`config.mk`:
```
export PLATFORM = sky130hd
export DESIGN_NAME = sid_multi_regbank_flat
export DESIGN_NICKNAME = d
export VERILOG_FILES = /design/src/rtl/sid_multi_regbank_if.sv /design/src/rtl/sid_multi_regbank.sv /design/src/flat_wrapper.sv
export SDC_FILE = /design/constraint.sdc
export NUM_CORES = 2
export LEC_CHECK = 0
export ABC_AREA = 0
export ABC_CLOCK_PERIOD_IN_PS = 3870
export BUFFER_PORTS_ARGS = -buffer_cell sky130_fd_sc_hd__buf_2
export CORE_AREA = 2 2 259 261
export CTS_CLUSTER_DIAMETER = 100
export CTS_CLUSTER_SIZE = 16
export DETAILED_ROUTE_END_ITERATION = 7
export DIE_AREA = 0 0 261 263
export PLACE_DENSITY = 0.85
export SYNTH_ARGS = -nofsm -noshare
export SYNTH_HDL_FRONTEND = slang
export SYNTH_SLANG_ARGS = --single-unit
```
`constraint.sdc`:
```
create_clock -name clk -period 3.87 [get_ports clk]
set_clock_uncertainty 0.05 [all_clocks]
set_input_delay 0.774 -clock clk [delete_from_list [all_inputs] [get_ports clk]]
set_output_delay 0.774 -clock clk [all_outputs]
set_load 0.01 [all_outputs]
```
`src/rtl/sid_multi_regbank_if.sv`:
```
// rtl/sid_multi_regbank_if.sv - 6502-style host bus bundle for sid_multi_regbank
interface sid_multi_regbank_if #(
  parameter int NUM_SIDS = 2
);
  localparam int SEL_W = (NUM_SIDS > 1) ? $clog2(NUM_SIDS) : 1;

  logic             CEb_in;
  logic             RWb_in;
  logic [4+SEL_W:0] reg_addr;
  logic [7:0]       bus_in;
  logic [7:0]       bus_out;
  logic             oe;

  modport master (output CEb_in, RWb_in, reg_addr, bus_in, input bus_out, oe);
  modport slave  (input CEb_in, RWb_in, reg_addr, bus_in, output bus_out, oe);
endinterface

```
`src/rtl/sid_multi_regbank.sv`:
```
// rtl/sid_multi_regbank.sv - register bank for NUM_SIDS SID cores with per-SID shadow/commit
module sid_multi_regbank #(
  parameter int NUM_SIDS    = 2,
  parameter int SYNC_STAGES = 2
) (
  input  logic                    clk,
  input  logic                    rst_n,
  sid_multi_regbank_if.slave      bus,
  input  logic                    sample_tick,
  input  logic [8*NUM_SIDS-1:0]   osc3_rd,
  input  logic [8*NUM_SIDS-1:0]   env3_rd,
  output logic [48*NUM_SIDS-1:0]  freq_o,
  output logic [36*NUM_SIDS-1:0]  pw_o,
  output logic [24*NUM_SIDS-1:0]  ctrl_o,
  output logic [24*NUM_SIDS-1:0]  ad_o,
  output logic [24*NUM_SIDS-1:0]  sr_o,
  output logic [11*NUM_SIDS-1:0]  fc_o,
  output logic [8*NUM_SIDS-1:0]   res_filt_o,
  output logic [8*NUM_SIDS-1:0]   mode_vol_o
);
  localparam int SEL_W = (NUM_SIDS > 1) ? $clog2(NUM_SIDS) : 1;
  localparam int NREG  = 25;
  localparam logic [4:0] OFF_SYNC   = 5'd25;
  localparam logic [4:0] OFF_STATUS = 5'd26;
  localparam logic [4:0] OFF_OSC3   = 5'd27;
  localparam logic [4:0] OFF_ENV3   = 5'd28;

  logic [SYNC_STAGES-1:0] ceb_sync_q, ceb_sync_d;
  logic [SYNC_STAGES-1:0] rwb_sync_q, rwb_sync_d;
  logic [SYNC_STAGES-1:0] fill_q, fill_d;
  logic                   last_we_q, last_we_d;
  logic                   armed_q, armed_d;
  logic [NUM_SIDS-1:0]    shadow_en_q, shadow_en_d;
  logic [NUM_SIDS-1:0]    pending_q, pending_d;
  logic [7:0]             shadow_q [NUM_SIDS][NREG];
  logic [7:0]             shadow_d [NUM_SIDS][NREG];
  logic [7:0]             live_q   [NUM_SIDS][NREG];
  logic [7:0]             live_d   [NUM_SIDS][NREG];

  logic             ceb_s, rwb_s, we_n, wstb;
  logic [4:0]       a_off;
  logic [SEL_W-1:0] a_sel;
  logic [7:0]       w_data;

  assign ceb_s  = ceb_sync_q[SYNC_STAGES-1];
  assign rwb_s  = rwb_sync_q[SYNC_STAGES-1];
  assign we_n   = rwb_s | ceb_s;
  assign bus.oe = !ceb_s & rwb_s;
  assign wstb   = last_we_q & !we_n & armed_q;
  assign a_off  = bus.reg_addr[4:0];
  assign a_sel  = bus.reg_addr[4+SEL_W:5];

  // fill_q marks when the sync chain holds real bus samples; a CEb already low
  // across reset release must be seen high once before any strobe can fire.
  always_comb begin : bus_sync
    ceb_sync_d[0] = bus.CEb_in;
    rwb_sync_d[0] = bus.RWb_in;
    fill_d[0]     = 1'b1;
    for (int i = 1; i < SYNC_STAGES; i++) begin
      ceb_sync_d[i] = ceb_sync_q[i-1];
      rwb_sync_d[i] = rwb_sync_q[i-1];
      fill_d[i]     = fill_q[i-1];
    end
    last_we_d = we_n;
    armed_d   = armed_q | (fill_q[SYNC_STAGES-1] & ceb_s);
  end

  always_comb begin : wdata_mask
    w_data = bus.bus_in;
    if (a_off == 5'd3 || a_off == 5'd10 || a_off == 5'd17)
      w_data = {4'h0, bus.bus_in[3:0]};
    else if (a_off == 5'd21)
      w_data = {5'h00, bus.bus_in[2:0]};
  end

  // Commit reads the pre-edge shadow, so a data write on the commit edge waits for the next one.
  always_comb begin : reg_next
    shadow_d    = shadow_q;
    live_d      = live_q;
    shadow_en_d = shadow_en_q;
    pending_d   = pending_q;
    for (int s = 0; s < NUM_SIDS; s++) begin
      if (pending_q[s] && sample_tick) begin
        live_d[s]    = shadow_q[s];
        pending_d[s] = 1'b0;
      end
      if (wstb && a_sel == SEL_W'(s)) begin
        if (a_off < 5'(NREG)) begin
          shadow_d[s][a_off] = w_data;
          if (!shadow_en_q[s])
            live_d[s][a_off] = w_data;
        end else if (a_off == OFF_SYNC) begin
          if (!bus.bus_in[0]) begin
            shadow_en_d[s] = 1'b0;
            pending_d[s]   = 1'b0;
            live_d[s]      = shadow_q[s];
          end else begin
            shadow_en_d[s] = 1'b1;
            if (bus.bus_in[1])
              pending_d[s] = 1'b1;
          end
        end
      end
    end
  end

  always_ff @(posedge clk or negedge rst_n) begin
    if (!rst_n) begin
      ceb_sync_q  <= '1;
      rwb_sync_q  <= '1;
      fill_q      <= '0;
      last_we_q   <= 1'b1;
      armed_q     <= 1'b0;
      shadow_en_q <= '0;
      pending_q   <= '0;
      for (int s = 0; s < NUM_SIDS; s++) begin
        for (int r = 0; r < NREG; r++) begin
          shadow_q[s][r] <= 8'h00;
          live_q[s][r]   <= 8'h00;
        end
      end
    end else begin
      ceb_sync_q  <= ceb_sync_d;
      rwb_sync_q  <= rwb_sync_d;
      fill_q      <= fill_d;
      last_we_q   <= last_we_d;
      armed_q     <= armed_d;
      shadow_en_q <= shadow_en_d;
      pending_q   <= pending_d;
      shadow_q    <= shadow_d;
      live_q      <= live_d;
    end
  end

  always_comb begin : read_mux
    bus.bus_out = 8'h00;
    for (int s = 0; s < NUM_SIDS; s++) begin
      if (a_sel == SEL_W'(s)) begin
        if (a_off < 5'(NREG))
          bus.bus_out = shadow_q[s][a_off];
        else if (a_off == OFF_STATUS)
          bus.bus_out = {6'b0, pending_q[s], shadow_en_q[s]};
        else if (a_off == OFF_OSC3)
          bus.bus_out = osc3_rd[8*s +: 8];
        else if (a_off == OFF_ENV3)
          bus.bus_out = env3_rd[8*s +: 8];
      end
    end
  end

  for (genvar s = 0; s < NUM_SIDS; s++) begin : g_sid
    for (genvar v = 0; v < 3; v++) begin : g_voice
      assign freq_o[48*s+16*v +: 16] = {live_q[s][7*v+1], live_q[s][7*v]};
      assign pw_o[36*s+12*v +: 12]   = {live_q[s][7*v+3][3:0], live_q[s][7*v+2]};
      assign ctrl_o[24*s+8*v +: 8]   = live_q[s][7*v+4];
      assign ad_o[24*s+8*v +: 8]     = live_q[s][7*v+5];
      assign sr_o[24*s+8*v +: 8]     = live_q[s][7*v+6];
    end
    assign fc_o[11*s +: 11]      = {live_q[s][22], live_q[s][21][2:0]};
    assign res_filt_o[8*s +: 8]  = live_q[s][23];
    assign mode_vol_o[8*s +: 8]  = live_q[s][24];

    logic unused_hi;
    assign unused_hi = ^{live_q[s][3][7:4], live_q[s][10][7:4],
                         live_q[s][17][7:4], live_q[s][21][7:3]};
  end
endmodule

```
`src/flat_wrapper.sv`:
```
// flat-port wrapper written by rule: the top's interface ports become plain ports
module sid_multi_regbank_flat 
#(
  parameter int NUM_SIDS    = 2,
  parameter int SYNC_STAGES = 2
)
  (clk, rst_n, sample_tick, osc3_rd, env3_rd, freq_o, pw_o, ctrl_o, ad_o, sr_o, fc_o, res_filt_o, mode_vol_o, bus_CEb_in, bus_RWb_in, bus_reg_addr, bus_bus_in, bus_bus_out, bus_oe);
  sid_multi_regbank_if #(.NUM_SIDS(NUM_SIDS)) bus_i ();
  input  logic clk;
  input  logic rst_n;
  input  logic sample_tick;
  input  logic [8*NUM_SIDS-1:0] osc3_rd;
  input  logic [8*NUM_SIDS-1:0] env3_rd;
  output logic [48*NUM_SIDS-1:0] freq_o;
  output logic [36*NUM_SIDS-1:0] pw_o;
  output logic [24*NUM_SIDS-1:0] ctrl_o;
  output logic [24*NUM_SIDS-1:0] ad_o;
  output logic [24*NUM_SIDS-1:0] sr_o;
  output logic [11*NUM_SIDS-1:0] fc_o;
  output logic [8*NUM_SIDS-1:0] res_filt_o;
  output logic [8*NUM_SIDS-1:0] mode_vol_o;
  input wire logic [$bits(bus_i.CEb_in)-1:0] bus_CEb_in;
  input wire logic [$bits(bus_i.RWb_in)-1:0] bus_RWb_in;
  input wire logic [$bits(bus_i.reg_addr)-1:0] bus_reg_addr;
  input wire logic [$bits(bus_i.bus_in)-1:0] bus_bus_in;
  output wire logic [$bits(bus_i.bus_out)-1:0] bus_bus_out;
  output wire logic [$bits(bus_i.oe)-1:0] bus_oe;
  assign bus_i.CEb_in = bus_CEb_in;
  assign bus_i.RWb_in = bus_RWb_in;
  assign bus_i.reg_addr = bus_reg_addr;
  assign bus_i.bus_in = bus_bus_in;
  assign bus_bus_out = bus_i.bus_out;
  assign bus_oe = bus_i.oe;
  sid_multi_regbank #(.NUM_SIDS(NUM_SIDS), .SYNC_STAGES(SYNC_STAGES)) u_core (.clk(clk), .rst_n(rst_n), .bus(bus_i), .sample_tick(sample_tick), .osc3_rd(osc3_rd), .env3_rd(env3_rd), .freq_o(freq_o), .pw_o(pw_o), .ctrl_o(ctrl_o), .ad_o(ad_o), .sr_o(sr_o), .fc_o(fc_o), .res_filt_o(res_filt_o), .mode_vol_o(mode_vol_o));
endmodule
```
# Yosys cells after proc, flatten, opt, wreduce, memory -nomap -nowiden
# Index checks and enable logic that the tools add are counted.
# word_totals
in_bits	51
regBits	812
# op_classes
eq_ne	8
muxes	49
order_cmp	3
bitwise_logic	9
reduce_logical	13
# ops
operator	count
2-to-1 mux 200 bit	12
bitwise mux 200 bit	4
2-to-1 mux 8 bit	17
binary-select mux 8 bit (select 5 bit)	2
demux 8 bit (select 5 bit)	1
== test 5 bit (second input constant)	6
2-to-1 mux 1 bit	13
>= comparator 6 bit (second input constant)	1
< comparator 6 x 1 -> 1 bit (second input constant)	1
inverter 5 -> 6 bit	1
AND reduction 3 bit	2
== test 5 x 2 -> 1 bit (second input constant)	1
== test 5 x 4 -> 1 bit (second input constant)	1
logical AND 1 bit	5
< comparator 5 bit (second input constant)	1
AND 1 bit	4
AND reduction 2 bit	2
logical NOT 1 bit	2
logical OR 1 bit	2
inverter 1 bit	2
bitwise OR 1 bit	2

# Depth between registers and ports, before layout
# logic_depth
word_depth	11
ltp_mapped	11

# Least setup slack after synthesis
# OpenSTA, ideal clock, no wires.
# synth_path
path_type	in2out
start	input bus_reg_addr[0]
end	output bus_bus_out[7]
arrival_time_ns	2.671
required_ns	3.046
path_slack_ns	0.375
path_stages	11
n_path_buf	6
cell_sequence	buf_4 buf_6 buf_4 buf_4 buf_4 buf_4 mux4_2 a22oi_1 nor2_1 a311oi_1 a21oi_1
# synth_via
elab_chain_cells	11
word_cells_on_any_way	21
cone_classes	1 x order compare; 3 x eq/ne; 16 x mux; 1 x bitwise
# synth_rtl
element	line_no	source
start, declared	flat_wrapper.sv:24	input wire logic [$bits(bus_i.reg_addr)-1:0] bus_reg_addr;
inverter 5 -> 6 bit (not written as such) / == test 5 bit (equally long branches)	sid_multi_regbank.sv:140, sid_multi_regbank.sv:145	
binary-select mux 8 bit (select 5 bit) / 2-to-1 mux 8 bit (equally long branches)	sid_multi_regbank.sv:140, sid_multi_regbank.sv:145	
2-to-1 mux 8 bit (on tied branches)	sid_multi_regbank.sv:140, sid_multi_regbank.sv:143	
2-to-1 mux 8 bit (on tied branches)	sid_multi_regbank.sv:140, sid_multi_regbank.sv:141	
2-to-1 mux 8 bit	sid_multi_regbank.sv:139	if (a_off < 5'(NREG))
2-to-1 mux 8 bit	sid_multi_regbank.sv:138	if (a_sel == SEL_W'(s)) begin
2-to-1 mux 8 bit	sid_multi_regbank.sv:145	else if (a_off == OFF_ENV3)
2-to-1 mux 8 bit	sid_multi_regbank.sv:143	else if (a_off == OFF_OSC3)
2-to-1 mux 8 bit	sid_multi_regbank.sv:141	else if (a_off == OFF_STATUS)
2-to-1 mux 8 bit	sid_multi_regbank.sv:139	
2-to-1 mux 8 bit *	sid_multi_regbank.sv:138	
end, declared	flat_wrapper.sv:26	output wire logic [$bits(bus_i.bus_out)-1:0] bus_bus_out;
# Every way passes the cells marked *; elsewhere a longest branch is shown, timed or not. The select of a mux whose other input is x is not followed.

# Worst setup path in the final report
# layout_path
start	input bus_reg_addr[0]
end	output bus_bus_out[0]
# The elaborated chain is that of the path after synthesis.

==> flow_summary.json <==
{
  "endpoint_kind": "output port",
  "crit_start": "bus_reg_addr[0]",
  "pwr_density_cell_mw_per_mm2": 414,
  "worstSetupPathType": "input port to output port",
  "ctsRootBufferMaster": "clkbuf_16",
  "power.leakage_nw": 20.2,
  "chipHeight_um": 263,
  "ys.flop_type": "dfrtp_1",
  "async_flop_share_pct": 100,
  "io_buffers": 425,
  "cap_violations": 0,
  "cp_slowest_stage_delay_ps": 430,
  "post_dp_cell_area_mm2": 0.0432,
  "crit_family": "buffers and inverters",
  "crit_buf_inv": 4,
  "dr.pass1.iters": 6,
  "cpMostUsedCell": "buf_4",
  "design_area_mm2": 0.0447,
  "drt_iter0_markers": 6433,
  "synth_warnings": 0,
  "path_cells": "buf_6 -> buf_4 -> nand2_1 -> nor2_1 -> buf_4 -> a221oi_1 -> a41o_1 -> a31oi_1 -> buf_2",
  "setup_viol": 8,
  "ys_seq_area_share_pct": 50.6,
  "fin_crit_ps": 3910,
  "synth_fp_nets": 3726,
  "r2r_cells": 5,
  "dieArea_mm2": 0.0686,
  "cts_buffers": 54,
  "drtAntennaViolNets": 0,
  "cts_hold_buf": 0,
  "grt_pass1_wl_um": 248000,
  "initial_core_util_pct": 58.6,
  "wl_per_cell_um": 34.5,
  "syn_area_mm2": 0.0385,
  "critPathLaunchType": "input port",
  "critPathArrivalTime_ps": 3090,
  "syn_avg_cell_area_um2": 10.5,
  "insertion_delay_ps": 670,
  "ys_ff_latch": 778,
  "finalCritPeriodShare_pct": 101,
  "htree_num_levels": 2,
  "synth_cells": 3675,
  "tightestPinTransition_ps": 1360,
  "worst-path-stages": 9,
  "violations": "negative setup slack",
  "cts_max_path_buffers": 3,
  "reg2reg_to": "u_core.ad_o[7]",
  "relSlewSlack_pct": 8.61,
  "drive_above_1_share_pct": 29.6,
  "synth_cell_type_count": 86,
  "critPathRequiredTime_ps": 3050,
  "drc": 0,
  "via_count": 37100,
  "hold_path.class": "input port to async pin",
  "cts_tree": "yes",
  "gp_congestion": 1.03,
  "ir_worst_vdd_v": 0.000355,
  "status": "complete, but fails checks",
  "reg2reg_from": "u_core.shadow_en_q[0]",
  "die_x_um": 261,
  "cp_max_fo": 23,
  "grt_overflow": 0,
  "vias_per_cell": 7.34,
  "rsz0062_at_grt": "true",
  "grt_max_degree": 84,
  "io-pin-count": 426,
  "whs_ps": 145,
  "grt_use_total_pct": 50.2,
  "hold_violations": 0,
  "areaGrowthSynthToFinish_pct": 16.2,
  "clock.fmax_ghz": 0.255,
  "postCtsSetupBuffers": 0,
  "grt_pass1_vias": 34800,
  "finalCoreUtilization_pct": 68.1,
  "fin_ws_ps": -44.7,
  "wl_um": 175000,
  "critPathCapture": "bus_bus_out[0]",
  "rows": 94,
  "drv_slew": 0,
  "synth_edf_count": 0,
  "clk_pin_slew_worst_paths_ps": 70,
  "antenna_found_initial": 9,
  "fin_nets": 4225,
  "hpwl_um": 128000,
  "cts.sinks": 778,
  "core_area_mm2": 0.0656,
  "cp_slowest_cell": "a31oi_1",
  "ff2ff_setup_slack_ps": -30
}
## report_power, final
part,switching [W],total [W],internal (W)
Clock,0.00296,0.00552,0.00256
Sequential,0.000818,0.00970,0.00889
Combinational,0.00185,0.00326,0.00140
## final cells by class
type / instances / area (um2)
clock inverters: 3 / 67.6
inverters: 45 / 169
clock buffers: 63 / 1410
fillers: 4992 / 21000
well taps: 864 / 1080
multi-input cells: 2562 / 17600
flip-flops and latches: 778 / 19500
repair buffers: 733 / 4840
diodes: 7 / 17.5
## per-stage QoR
step	total power, W	setup slack (ps)	std cells	TNS (ps)
final	0.0185	-44.7	5055	-194
after CTS	0.0183	27.9	5048	0
after global routing	0.0189	-5.67	5051	-5.67
after detailed placement	0.0130	-186	4982	-1060
after floorplan	0.0112	375	3675	0
after global placement	0.0129	-86.7	4982	-466
## synth_stat cells (9+ instances only)
cell / instances / share of area, %
nand2b_1: 16 / 0.26
mux4_2: 91 / 5.3
a22o_1: 11 / 0.25
clkbuf_1: 203 / 2.0
o221ai_1: 35 / 0.80
o22ai_1: 49 / 0.80
or2_2: 15 / 0.24
a221oi_1: 21 / 0.48
nand2_1: 653 / 6.4
nand4_1: 13 / 0.21
o21a_1: 11 / 0.21
a211oi_1: 47 / 0.92
o32ai_1: 13 / 0.30
and3_1: 20 / 0.33
a21oi_1: 103 / 1.3
a21o_1: 10 / 0.20
a31oi_1: 9 / 0.15
nand3_1: 91 / 1.2
and2_1: 32 / 0.52
a221o_1: 66 / 1.7
nor2_1: 189 / 1.8
o221a_2: 125 / 3.7
nor3_1: 49 / 0.64
inv_1: 41 / 0.40
mux2i_1: 111 / 2.9
mux2_2: 150 / 4.4
buf_1: 11 / 0.11
buf_4: 25 / 0.49
o21ai_0: 369 / 4.8
a32oi_1: 22 / 0.50
dfrtp_1: 773 / 50
nor2b_1: 34 / 0.55
buf_2: 49 / 0.64
a22oi_1: 25 / 0.49
a2bb2oi_1: 60 / 1.4
## how the worst min path moves through the flow
stage                          from              endpoint  slack (ps)  cells after the start
6_report                      rst_n       u_core.fc_o[12]         140                      1
5_1_grt                  bus_RWb_in  u_core.rwb_sync_q[0]         170                      1
4_1_cts                  bus_RWb_in  u_core.rwb_sync_q[0]         160                      1
3_5_place_dp   u_core.rwb_sync_q[0]  u_core.rwb_sync_q[1]         300                      0
3_3_place_gp       u_core.fill_q[0]      u_core.fill_q[1]         280                      0
2_1_floorplan      u_core.fill_q[0]      u_core.fill_q[1]         280                      0
## layer usage
metal  GRT usage, %  share of wire (%)
met2           67.4                 40
met3           22.4                 17
met4           26.5                7.1
met1           68.2                 36
met5              0              0.045
## cell families after synthesis
group                  Yosys count  share of synthesized area, %
AO/OA/AOI/OAI                 1038                          19.4
XOR/XNOR                         1                        0.0228
buffers and inverters          335                          3.71
flip-flops                     778                          50.6
multiplexers                   352                          12.6
other                            1                       0.00975
AND/OR/NAND/NOR               1170                          13.6
## cell usage in the layout (no fill, tap or decap), types with 8 or more instances in the layout
| master | netlist | layout |
|---|---|---|
| a211oi_1 | 47 | 47 |
| a21o_1 | 10 | 10 |
| a21oi_1 | 103 | 103 |
| a221o_1 | 66 | 66 |
| a221oi_1 | 21 | 21 |
| a22o_1 | 11 | 11 |
| a22oi_1 | 25 | 25 |
| a2bb2oi_1 | 60 | 60 |
| a31oi_1 | 9 | 9 |
| a32oi_1 | 22 | 22 |
| and2_1 | 32 | 30 |
| and3_1 | 20 | 20 |
| buf_12 | 0 | 30 |
| buf_2 | 49 | 422 |
| buf_4 | 25 | 278 |
| clkbuf_1 | 203 | 8 |
| clkbuf_16 | 0 | 55 |
| dfrtp_1 | 773 | 773 |
| inv_1 | 41 | 41 |
| mux2_2 | 150 | 150 |
| mux2i_1 | 111 | 111 |
| mux4_2 | 91 | 91 |
| nand2_1 | 653 | 645 |
| nand2_2 | 0 | 8 |
| nand2b_1 | 16 | 16 |
| nand3_1 | 91 | 90 |
| nand4_1 | 13 | 13 |
| nor2_1 | 189 | 186 |
| nor2b_1 | 34 | 34 |
| nor3_1 | 49 | 48 |
| nor3_2 | 8 | 9 |
| o21a_1 | 11 | 11 |
| o21ai_0 | 369 | 368 |
| o221a_2 | 125 | 125 |
| o221ai_1 | 35 | 35 |
| o22ai_1 | 49 | 49 |
| o32ai_1 | 13 | 13 |
| or2_2 | 15 | 15 |
| or3_1 | 8 | 8 |
## flip-flops by register name, indices dropped and copies added, names as in the netlist, 22 cells and up
register	cells
u_core.ad_o	48
u_core.ctrl_o	48
u_core.fc_o	22
u_core.freq_o	96
u_core.pw_o	72
u_core.shadow_q	400
u_core.sr_o	48
## timing repair
item,CTS,global route
resized for setup,0,1
hold endpoints to repair,0,0
endpoints found under the setup margin,0,1
No activity file was read; power rests on OpenSTA's default activity.
